**src/rtl/pong_pkg.sv**
```systemverilog
// Shared widths and the sprite descriptor used by the game logic
// and the compositor.
package pong_pkg;

    localparam int PONG_X_W    = 10;
    localparam int PONG_Y_W    = 10;
    localparam int PONG_SIZE_W = 7;
    localparam int PONG_RGB_W  = 12;

    // Callers pack one of these per sprite and slice it onto the
    // compositor's flat per-field arrays.
    typedef struct packed {
        logic                   en;
        logic [PONG_X_W-1:0]    x;
        logic [PONG_Y_W-1:0]    y;
        logic [PONG_SIZE_W-1:0] w;
        logic [PONG_SIZE_W-1:0] h;
        logic [PONG_RGB_W-1:0]  rgb;
    } sprite_t;

endpackage

```
**src/rtl/sprite_hit.sv**
```systemverilog
// Combinational point-in-rectangle test for a single sprite. Right and
// bottom edges are summed one bit wider so oversized sprites clip.
module sprite_hit
    import pong_pkg::*;
#(
    parameter int X_W    = PONG_X_W,
    parameter int Y_W    = PONG_Y_W,
    parameter int SIZE_W = PONG_SIZE_W
) (
    input  logic              en_i,
    input  logic [X_W-1:0]    px_i,
    input  logic [Y_W-1:0]    py_i,
    input  logic [X_W-1:0]    sx_i,
    input  logic [Y_W-1:0]    sy_i,
    input  logic [SIZE_W-1:0] w_i,
    input  logic [SIZE_W-1:0] h_i,
    output logic              hit_o
);

    logic [X_W:0] x_end;
    logic [Y_W:0] y_end;

    assign x_end = {1'b0, sx_i} + (X_W+1)'(w_i);
    assign y_end = {1'b0, sy_i} + (Y_W+1)'(h_i);

    // A zero width or height makes the half-open range empty.
    assign hit_o = en_i
                && (px_i >= sx_i) && ({1'b0, px_i} < x_end)
                && (py_i >= sy_i) && ({1'b0, py_i} < y_end);

endmodule

```
**src/rtl/sprite_compositor.sv**
```systemverilog
// Two-stage sprite compositor: stage 1 registers hit tests and colour
// candidates, stage 2 resolves the final pixel and per-frame collisions.
module sprite_compositor
    import pong_pkg::*;
#(
    parameter int NUM_SPRITES = 3,
    parameter int X_W         = PONG_X_W,
    parameter int Y_W         = PONG_Y_W,
    parameter int SIZE_W      = PONG_SIZE_W,
    parameter int RGB_W       = PONG_RGB_W,
    parameter int H_RES       = 640,
    parameter int V_RES       = 480,
    parameter int SEP_EN      = 1,
    parameter int SEP_W       = 4,
    parameter int SEP_PERIOD  = 32,
    parameter int SEP_DOT_H   = 16,
    parameter int SEP_PHASE   = 9
) (
    input  logic                               clk_i,
    input  logic                               rst_i,
    input  logic [X_W-1:0]                     pixel_x_i,
    input  logic [Y_W-1:0]                     pixel_y_i,
    input  logic                               visible_i,
    input  logic                               hsync_i,
    input  logic                               vsync_i,
    input  logic [NUM_SPRITES-1:0]             sprite_en_i,
    input  logic [NUM_SPRITES-1:0][X_W-1:0]    sprite_x_i,
    input  logic [NUM_SPRITES-1:0][Y_W-1:0]    sprite_y_i,
    input  logic [NUM_SPRITES-1:0][SIZE_W-1:0] sprite_w_i,
    input  logic [NUM_SPRITES-1:0][SIZE_W-1:0] sprite_h_i,
    input  logic [NUM_SPRITES-1:0][RGB_W-1:0]  sprite_rgb_i,
    input  logic [RGB_W-1:0]                   bg_rgb_i,
    output logic                               vga_hs_o,
    output logic                               vga_vs_o,
    output logic [RGB_W-1:0]                   vga_rgb_o,
    output logic [NUM_SPRITES-1:0]             collision_o,
    output logic                               frame_done_o
);

    localparam int SEP_LO   = H_RES/2 - SEP_W/2;
    localparam int SEP_HI   = H_RES/2 + SEP_W/2;
    localparam int PER_BITS = $clog2(SEP_PERIOD);

    // ---------------- stage 1: combinational inputs ----------------
    logic [NUM_SPRITES-1:0] hit_d;
    logic [RGB_W-1:0]       base_rgb_d;
    logic                   sep_d;
    logic                   frame_end_d;
    logic [Y_W:0]           sep_line;
    logic [PER_BITS-1:0]    sep_mod;

    for (genvar g = 0; g < NUM_SPRITES; g++) begin : g_hit
        sprite_hit #(
            .X_W    (X_W),
            .Y_W    (Y_W),
            .SIZE_W (SIZE_W)
        ) u_hit (
            .en_i  (sprite_en_i[g]),
            .px_i  (pixel_x_i),
            .py_i  (pixel_y_i),
            .sx_i  (sprite_x_i[g]),
            .sy_i  (sprite_y_i[g]),
            .w_i   (sprite_w_i[g]),
            .h_i   (sprite_h_i[g]),
            .hit_o (hit_d[g])
        );
    end

    // Walking down from the top index leaves the lowest hit index as winner.
    always_comb begin
        base_rgb_d = bg_rgb_i;
        for (int i = NUM_SPRITES-1; i >= 0; i--) begin
            if (hit_d[i]) begin
                base_rgb_d = sprite_rgb_i[i];
            end
        end
    end

    // The dash period is a power of two, so the modulo is a bit slice.
    assign sep_line = {1'b0, pixel_y_i} + (Y_W+1)'(SEP_PHASE);
    assign sep_mod  = sep_line[PER_BITS-1:0];
    assign sep_d    = (SEP_EN != 0)
                   && (32'(pixel_x_i) > SEP_LO)
                   && (32'(pixel_x_i) < SEP_HI)
                   && (32'(sep_mod) < SEP_DOT_H);

    assign frame_end_d = (pixel_x_i == '0) && (32'(pixel_y_i) == V_RES);

    // ---------------- stage 1 registers ----------------
    logic [NUM_SPRITES-1:0] hit_q;
    logic [RGB_W-1:0]       base_rgb_q;
    logic                   vis_q;
    logic                   sep_q;
    logic                   frame_end_q;
    logic                   hs1_q;
    logic                   vs1_q;

    always_ff @(posedge clk_i) begin
        if (rst_i) begin
            hit_q       <= '0;
            base_rgb_q  <= '0;
            vis_q       <= 1'b0;
            sep_q       <= 1'b0;
            frame_end_q <= 1'b0;
            hs1_q       <= 1'b0;
            vs1_q       <= 1'b0;
        end else begin
            hit_q       <= hit_d;
            base_rgb_q  <= base_rgb_d;
            vis_q       <= visible_i;
            sep_q       <= sep_d;
            frame_end_q <= frame_end_d;
            hs1_q       <= hsync_i;
            vs1_q       <= vsync_i;
        end
    end

    // ---------------- stage 2 ----------------
    logic                   multi_hit;
    logic [NUM_SPRITES-1:0] qual_hits;
    logic [RGB_W-1:0]       rgb_d;

    // Clearing the lowest set bit leaves something only if two or more hit.
    assign multi_hit = (hit_q & (hit_q - NUM_SPRITES'(1))) != '0;
    assign qual_hits = (vis_q && multi_hit) ? hit_q : '0;

    always_comb begin
        rgb_d = base_rgb_q;
        if (!vis_q) begin
            rgb_d = '0;
        end else if (sep_q) begin
            rgb_d = '1;
        end
    end

    logic [RGB_W-1:0]       vga_rgb_q;
    logic                   vga_hs_q;
    logic                   vga_vs_q;
    logic [NUM_SPRITES-1:0] acc_q;
    logic [NUM_SPRITES-1:0] collision_q;
    logic                   frame_done_q;

    always_ff @(posedge clk_i) begin
        if (rst_i) begin
            vga_rgb_q    <= '0;
            vga_hs_q     <= 1'b0;
            vga_vs_q     <= 1'b0;
            acc_q        <= '0;
            collision_q  <= '0;
            frame_done_q <= 1'b0;
        end else begin
            vga_rgb_q    <= rgb_d;
            vga_hs_q     <= hs1_q;
            vga_vs_q     <= vs1_q;
            frame_done_q <= frame_end_q;
            if (frame_end_q) begin
                collision_q <= acc_q | qual_hits;
                acc_q       <= '0;
            end else begin
                acc_q       <= acc_q | qual_hits;
            end
        end
    end

    assign vga_rgb_o    = vga_rgb_q;
    assign vga_hs_o     = vga_hs_q;
    assign vga_vs_o     = vga_vs_q;
    assign collision_o  = collision_q;
    assign frame_done_o = frame_done_q;

endmodule
```
**config.mk**
```make
export PLATFORM = sky130hd
export DESIGN_NAME = sprite_compositor
export DESIGN_NICKNAME = d
export VERILOG_FILES = /design/src/rtl/pong_pkg.sv /design/src/rtl/sprite_hit.sv /design/src/rtl/sprite_compositor.sv
export SDC_FILE = /design/constraint.sdc
export NUM_CORES = 1
export LEC_CHECK = 0
export BUFFER_PORTS_ARGS = -buffer_cell sky130_fd_sc_hd__buf_2
export CORE_ASPECT_RATIO = 0.7
export CORE_MARGIN = 2
export CORE_UTILIZATION = 40
export CTS_CLUSTER_SIZE = 8
export DETAILED_ROUTE_END_ITERATION = 10
export MAX_ROUTING_LAYER = met4
export PLACE_DENSITY = 0.68
export SLEW_MARGIN = 20
export SYNTH_ARGS = -nofsm -noshare
export SYNTH_HDL_FRONTEND = slang
export SYNTH_HIERARCHICAL = 1
export SYNTH_SLANG_ARGS = --single-unit
```
**constraint.sdc**
```tcl
create_clock -name clk_i -period 4.5 [get_ports clk_i]
set_input_delay 1.125 -clock clk_i [delete_from_list [all_inputs] [get_ports clk_i]]
set_output_delay 1.125 -clock clk_i [all_outputs]
set_load 0.02 [all_outputs]
```
## Yosys cells after proc, flatten, opt, wreduce, memory -nomap -nowiden

Index checks and enable logic that the tools add are counted.

- Bitwise logic cells: 3
- Equality and inequality tests: 1
- Add/sub/neg operators: 8
- Reduce and logical (&&, ||, !) cells: 20
- $lt $le $gt $ge: 15
- Mux-type cells: 5

Operators with widths:

| cell | number |
|---|---|
| $add 10x7->11 | 6 |
| $lt 10x11->1 | 6 |
| $ge 10x10->1 | 6 |
| $mux 12 | 4 |
| $logic_and 1x1->1 | 16 |
| $eq 10x9->1 const B | 1 |
| $gt 10x9->1 const B | 1 |
| $logic_not 10->1 | 1 |
| $lt 10x9->1 const B | 1 |
| $add 5x4->5 const B | 1 |
| $lt 5x5->1 const B | 1 |
| $reduce_or 2->1 | 2 |
| $and 3x3->3 | 1 |
| $mux 3 | 1 |
| $or 3x3->3 | 1 |
| $reduce_bool 3->1 | 1 |
| $sub 3x1->3 const B | 1 |
| $not 1->1 | 1 |

- Flip-flop bits (word level): 41

## Logic depth before layout (Yosys ltp)

- Depth after elaboration: 8
- Gate-level depth with buffers: 19
- Mapped depth without buffers: 18

## Hierarchy

The synthesis kept the hierarchy.

Modules (own cells, without submodules):

| module | cells an instance | times used | area an instance (um^2) |
|---|---|---|---|
| sprite_hit | 191 | 3 | 1482.7 |
| sprite_compositor | 166 | 1 | 1644.1 |

## Worst setup path before layout

No wires, ideal clock.

- Path type: input to register
- From: in sprite_x_i[20] (netlist name)
- To: reg base_rgb_q[0]
- Stages: 19
- Data arrival time: 4562 ps
- Setup time: 131 ps
- Setup slack: -193 ps
- Path through: ha_1 > fa_1 > a21oi_1 > nor2b_2 > o21a_1 > o21ai_0 > nand2b_1 > xnor2_1 > ha_1 > a211oi_1 > and3_1 > o21ai_0 > o2111ai_1 > a2bb2oi_1 > a2111oi_2 > buf_6 > mux2_4 > mux2i_1 > o22ai_1

- Cells in the longest elaborated chain, start to end: 8
- Elaborated cells on any way between the ends: 10

Ends and longest elaborated chain:

| element | line | text |
|---|---|---|
| from (decl) | sprite_compositor.sv:27 | `input logic [NUM_SPRITES-1:0][X_W-1:0] sprite_x_i,` |
| $add 10x7->11 / $ge 10x10->1 (equally long branches) | sprite_hit.sv:23, sprite_hit.sv:28 |  |
| $lt 10x11->1 / $logic_and 1x1->1 (equally long branches) | sprite_hit.sv:28 | `&& (px_i >= sx_i) && ({1'b0, px_i} < x_end)` |
| $logic_and 1x1->1 (*) | sprite_hit.sv:28 |  |
| $logic_and 1x1->1 (*) (2 in a row) | sprite_hit.sv:29 | `&& (py_i >= sy_i) && ({1'b0, py_i} < y_end);` |
| via hit_d[2] | sprite_compositor.sv:45 | `logic [NUM_SPRITES-1:0] hit_d;` |
| $mux 12 (*) (3 in a row) | sprite_compositor.sv:73 | `if (hit_d[i]) begin` |
| to (signal assigned) | sprite_compositor.sv:109 | `base_rgb_q <= base_rgb_d;` |
| to (decl) | sprite_compositor.sv:91 | `logic [RGB_W-1:0] base_rgb_q;` |

The timed path passes the listed nets; every way through them passes the cells marked *.
A chain may end at the register's enable or synchronous reset.

## Worst setup path in the final report

- From: in sprite_y_i[20] (netlist name)
- To: reg base_rgb_q[1]

- Cells in the longest elaborated chain, start to end: 6
- Elaborated cells on any way between the ends: 8

Ends and longest elaborated chain:

| element | line | text |
|---|---|---|
| from (decl) | sprite_compositor.sv:28 | `input logic [NUM_SPRITES-1:0][Y_W-1:0] sprite_y_i,` |
| $add 10x7->11 / $ge 10x10->1 (equally long branches) | sprite_hit.sv:24, sprite_hit.sv:29 |  |
| $lt 10x11->1 / $logic_and 1x1->1 (equally long branches) | sprite_hit.sv:29 |  |
| $logic_and 1x1->1 (*) | sprite_hit.sv:29 |  |
| via hit_d[2] | sprite_compositor.sv:45 |  |
| $mux 12 (*) (3 in a row) | sprite_compositor.sv:73 |  |

Marked as above.

==> metrics.md <==
| Metric | Value |
|---|---|
| Status | `finished, violations left` |
| Failing checks | `negative setup slack` |
| Die Y | `107 um` |
| Asr flop ratio synth | `0` |
| Number of port buffers | `195` |
| Post-synthesis sequential area ratio | `0.135` |
| Part of the power in registers | `0.238` |
| Most common cell in the netlist | `ha_1` |
| Hold WC Path Type | `flip-flop to flip-flop` |
| Leak | `3.98 nW` |
| Row count | `37` |
| Die Area | `16,200 um^2` |
| Cell Count, Final, Fillers Out | `1,160` |
| Crit Path Category | `input port to flip-flop` |
| Core Area | `14,800 um^2` |
| R2r setup slk | `3.42 ns` |
| Placed Cells incl. Taps | `1,147` |
| Vias per inst | `5.12` |
| R2R Path Start | `hit_q[0]` |
| Number of clock sinks | `41` |
| DR pass1 iterations | `5` |
| Crit path launch type | `input port` |
| Critical Path Fanout Max | `7` |
| First-pass GRT wire length | `26,600 um` |
| Syn Area/Cell | `8.24 um^2` |
| Final HPWL DP | `14,100 um` |
| FF+latch count, synth | `41` |
| Dpl ws | `-0.316 ns` |
| Clock Tree Buf Depth | `2` |
| Gp weighted congestion | `0.858` |
| Fillers | `1,389` |
| Post-synth top cells | `156 x ha_1, 72 x inv_1, 58 x nor2_1` |
| Least-Margin Pin Slew | `0.521 ns` |
| RSZ-0062 raised after global routing | `true` |
| Top_reg_cell synth | `dfxtp_1` |
| Final WL | `17,000 um` |
| Min-Delay Startpoint | `base_rgb_q[1]` |
| Largest net degree at the start of global routing | `30` |
| CP Data Required Time | `4.64 ns` |
| Yosys top cell area share | `0.320` |
| GR Overflow Total | `0` |
| Detail Route Antenna Nets | `0` |
| CP startpoint | `sprite_y_i[20]` |
| Clk slew on worst S/H paths | `0.06 ns` |
| Peak supply drop | `143 uV` |
| Initial antenna violation count | `0` |
| Root Driver | `clkbuf_16` |
| Final worst slack | `-0.00653 ns` |
| Syn nets | `1,079` |
| Die Wd | `152 um` |
| NetSw | `562 uW` |
| Ant. Diodes | `0` |
| GRT Total Usage | `0.207` |
| Final Max Tran Viols | `0` |
| Final Critical Period | `4.51 ns` |
| Starting Density | `0.411` |
| Drt drc | `0` |
| P&R area growth vs syn | `29.5%` |
| Final Hold Fails | `0` |
| Netlist cell types | `46` |
| Post-CTS Hold Buffers | `0` |
| Clk_lat worst skew | `0.28 ns` |
| DR vias | `5,941` |
| Post-Synthesis Cell Area | `6090 um^2` |
| Cell area power density | `204 nW/um^2` |
| Net Sw Frac | `0.348` |
| Final setup viols | `1` |
| CTS tree | `yes` |
| Comb power frac | `0.505` |
| Vias in the first global route | `5,562` |
| Number of I/O pins | `196` |
| Clock share of power | `0.257` |
| # Max-Cap Violations | `0` |
| Post-synthesis instance total | `739` |
| Setup TNS | `-0.00653 ns` |
| Final worst path period share | `1.00` |
| Avg WL per Cell | `14.6 um` |
| Setup skew after layout | `0.00389 ns` |
| Fraction of layout cells with a size suffix above 1 | `0.290` |
| CTS Buf Count | `5` |
| DRC violation total after the first TritonRoute iteration | `182` |
| Largest cells by area after synthesis | `ha_1 32%, dfxtp_1 13%, xnor2_1 4.5%, inv_1 4.4%, o21ai_0 3.9%` |
| Arrival time worst endpoint | `4.65 ns` |
| Worst slew margin | `0.652` |
| Power Internal | `1.05 mW` |
| Largest area contributor in the netlist | `ha_1` |
| CTS H-tree lvls | `2` |
| Yosys warnings | `6` |
| Overall Power | `1.61 mW` |
| Maximum clock rate | `0.222 GHz` |
| Nets | `1,304` |
| Crit end category | `flip-flop` |
| Number of synthesized flops with an enable pin | `0` |
[power groups by stage]
stage	logic [mW]	registers, mW	clock network [mW]
final	0.815	0.383	0.414
after global routing	0.932	0.384	0.438
after global placement	0.759	0.390	0
after detailed placement	0.773	0.391	0
after floorplan	0.507	0.393	0
after CTS	0.781	0.383	0.420
[path summary, 6_finish.rpt]
check,endpoint,depth (start not counted)
max reg2reg,collision_o[1],3
min,vga_rgb_o[1],2
min reg2reg,vga_rgb_o[1],2
max,base_rgb_q[1],20
[sequential cells by signal, indices dropped and copies added, names as in the netlist]
register / cells
acc_q: 3
sep_q: 1
vis_q: 1
vga_rgb_o: 12
vga_vs_o: 1
frame_done_o: 1
hs1_q: 1
base_rgb_q: 12
vga_hs_o: 1
hit_q: 3
frame_end_q: 1
vs1_q: 1
collision_o: 3
[timing repair]
item / CTS / global route
gates cloned: 0 / 2
setup endpoints to repair: 3 / 14
resized for setup: 2 / 26
pin swaps: 0 / 19
setup buffers: 0 / 3
[cell type report]
type                       instances  area (um^2)  area share
clock buffer                       6          139      0.0176
timing repair buffer             229         1300       0.165
multi-input combinational        615         5070       0.643
tap                              195          244      0.0309
sequential                        41          821       0.104
inverter                          72          270      0.0343
clock inverter                     2         37.5     0.00476
[cell usage in the layout, fill, tap and decap left out, types with 3 or more instances in the layout]
cell type	netlist	final
mux2_4	9	10
a21oi_1	36	28
a2bb2oi_2	0	3
ha_1	156	154
xor2_1	12	12
o22ai_1	11	11
o221ai_1	3	3
a211o_1	6	6
o2111ai_1	9	9
a211oi_1	15	11
and3_1	3	3
a31oi_1	13	13
nand3_1	7	7
o21bai_1	3	3
a211oi_2	0	4
o211ai_1	9	9
or2_2	3	3
fa_1	6	3
dfxtp_1	41	41
o21ai_0	48	45
a21oi_2	0	7
nor2b_1	18	18
nand2_1	35	35
a21o_1	12	12
nor2b_2	3	3
o21ai_1	10	13
or4_1	3	3
or3_1	12	12
fa_2	0	3
clkbuf_16	0	7
mux2i_1	12	11
inv_1	72	72
nand2b_1	23	23
buf_2	4	193
nor2_1	58	58
nand4_1	6	6
buf_4	1	30
o21a_1	9	9
nor3_1	18	18
xnor2_1	31	31
[through the flow]
| stage | hold WS, ns | util | cell area (um^2) |
|---|---|---|---|
| floorplan | 0.411 | - | 6110 |
| global placement | 0.414 | 0.508 | 7530 |
| detailed placement | 0.420 | 0.508 | 7530 |
| CTS | 0.438 | 0.521 | 7710 |
| global route | 0.467 | 0.533 | 7890 |
| finish | 0.435 | 0.533 | 7890 |
[kinds of logic (layout without fill, tap and decap cells)]
kind of cell             count (synthesis)  count (layout)  share of synthesized area
multiplexers                            24              24                     0.0474
AO/OA/AOI/OAI                          192             192                      0.203
AND/OR/NAND/NOR                        194             194                      0.160
buffers and inverters                   83             309                     0.0538
adder cells (fa/ha/maj)                162             162                      0.340
XOR/XNOR                                43              43                     0.0618
flip-flops                              41              41                      0.135
[metal layers]
metal	up-vias	track usage	wire [um]
met2	143	0.304	7040
met5	-	-	0
met1	2645	0.313	8990
li1	3141	-	-
met3	12	0.0165	827
met4	0	0.0344	114
[critical path, cell delays in order]
cell	delay, ns
buf_2	0.11
ha_2	0.19
fa_2	0.37
a21oi_4	0.15
o211ai_1	0.11
a21oi_1	0.18
nor2b_1	0.07
o21ai_1	0.14
xnor2_1	0.13
ha_1	0.27
a211oi_2	0.20
nand2_1	0.07
a31oi_1	0.14
o21bai_1	0.12
a2111oi_4	0.34
buf_4	0.20
buf_12	0.14
mux2_4	0.31
mux2i_2	0.18
o22ai_1	0.10
Power figures use the tool's default switching activity.
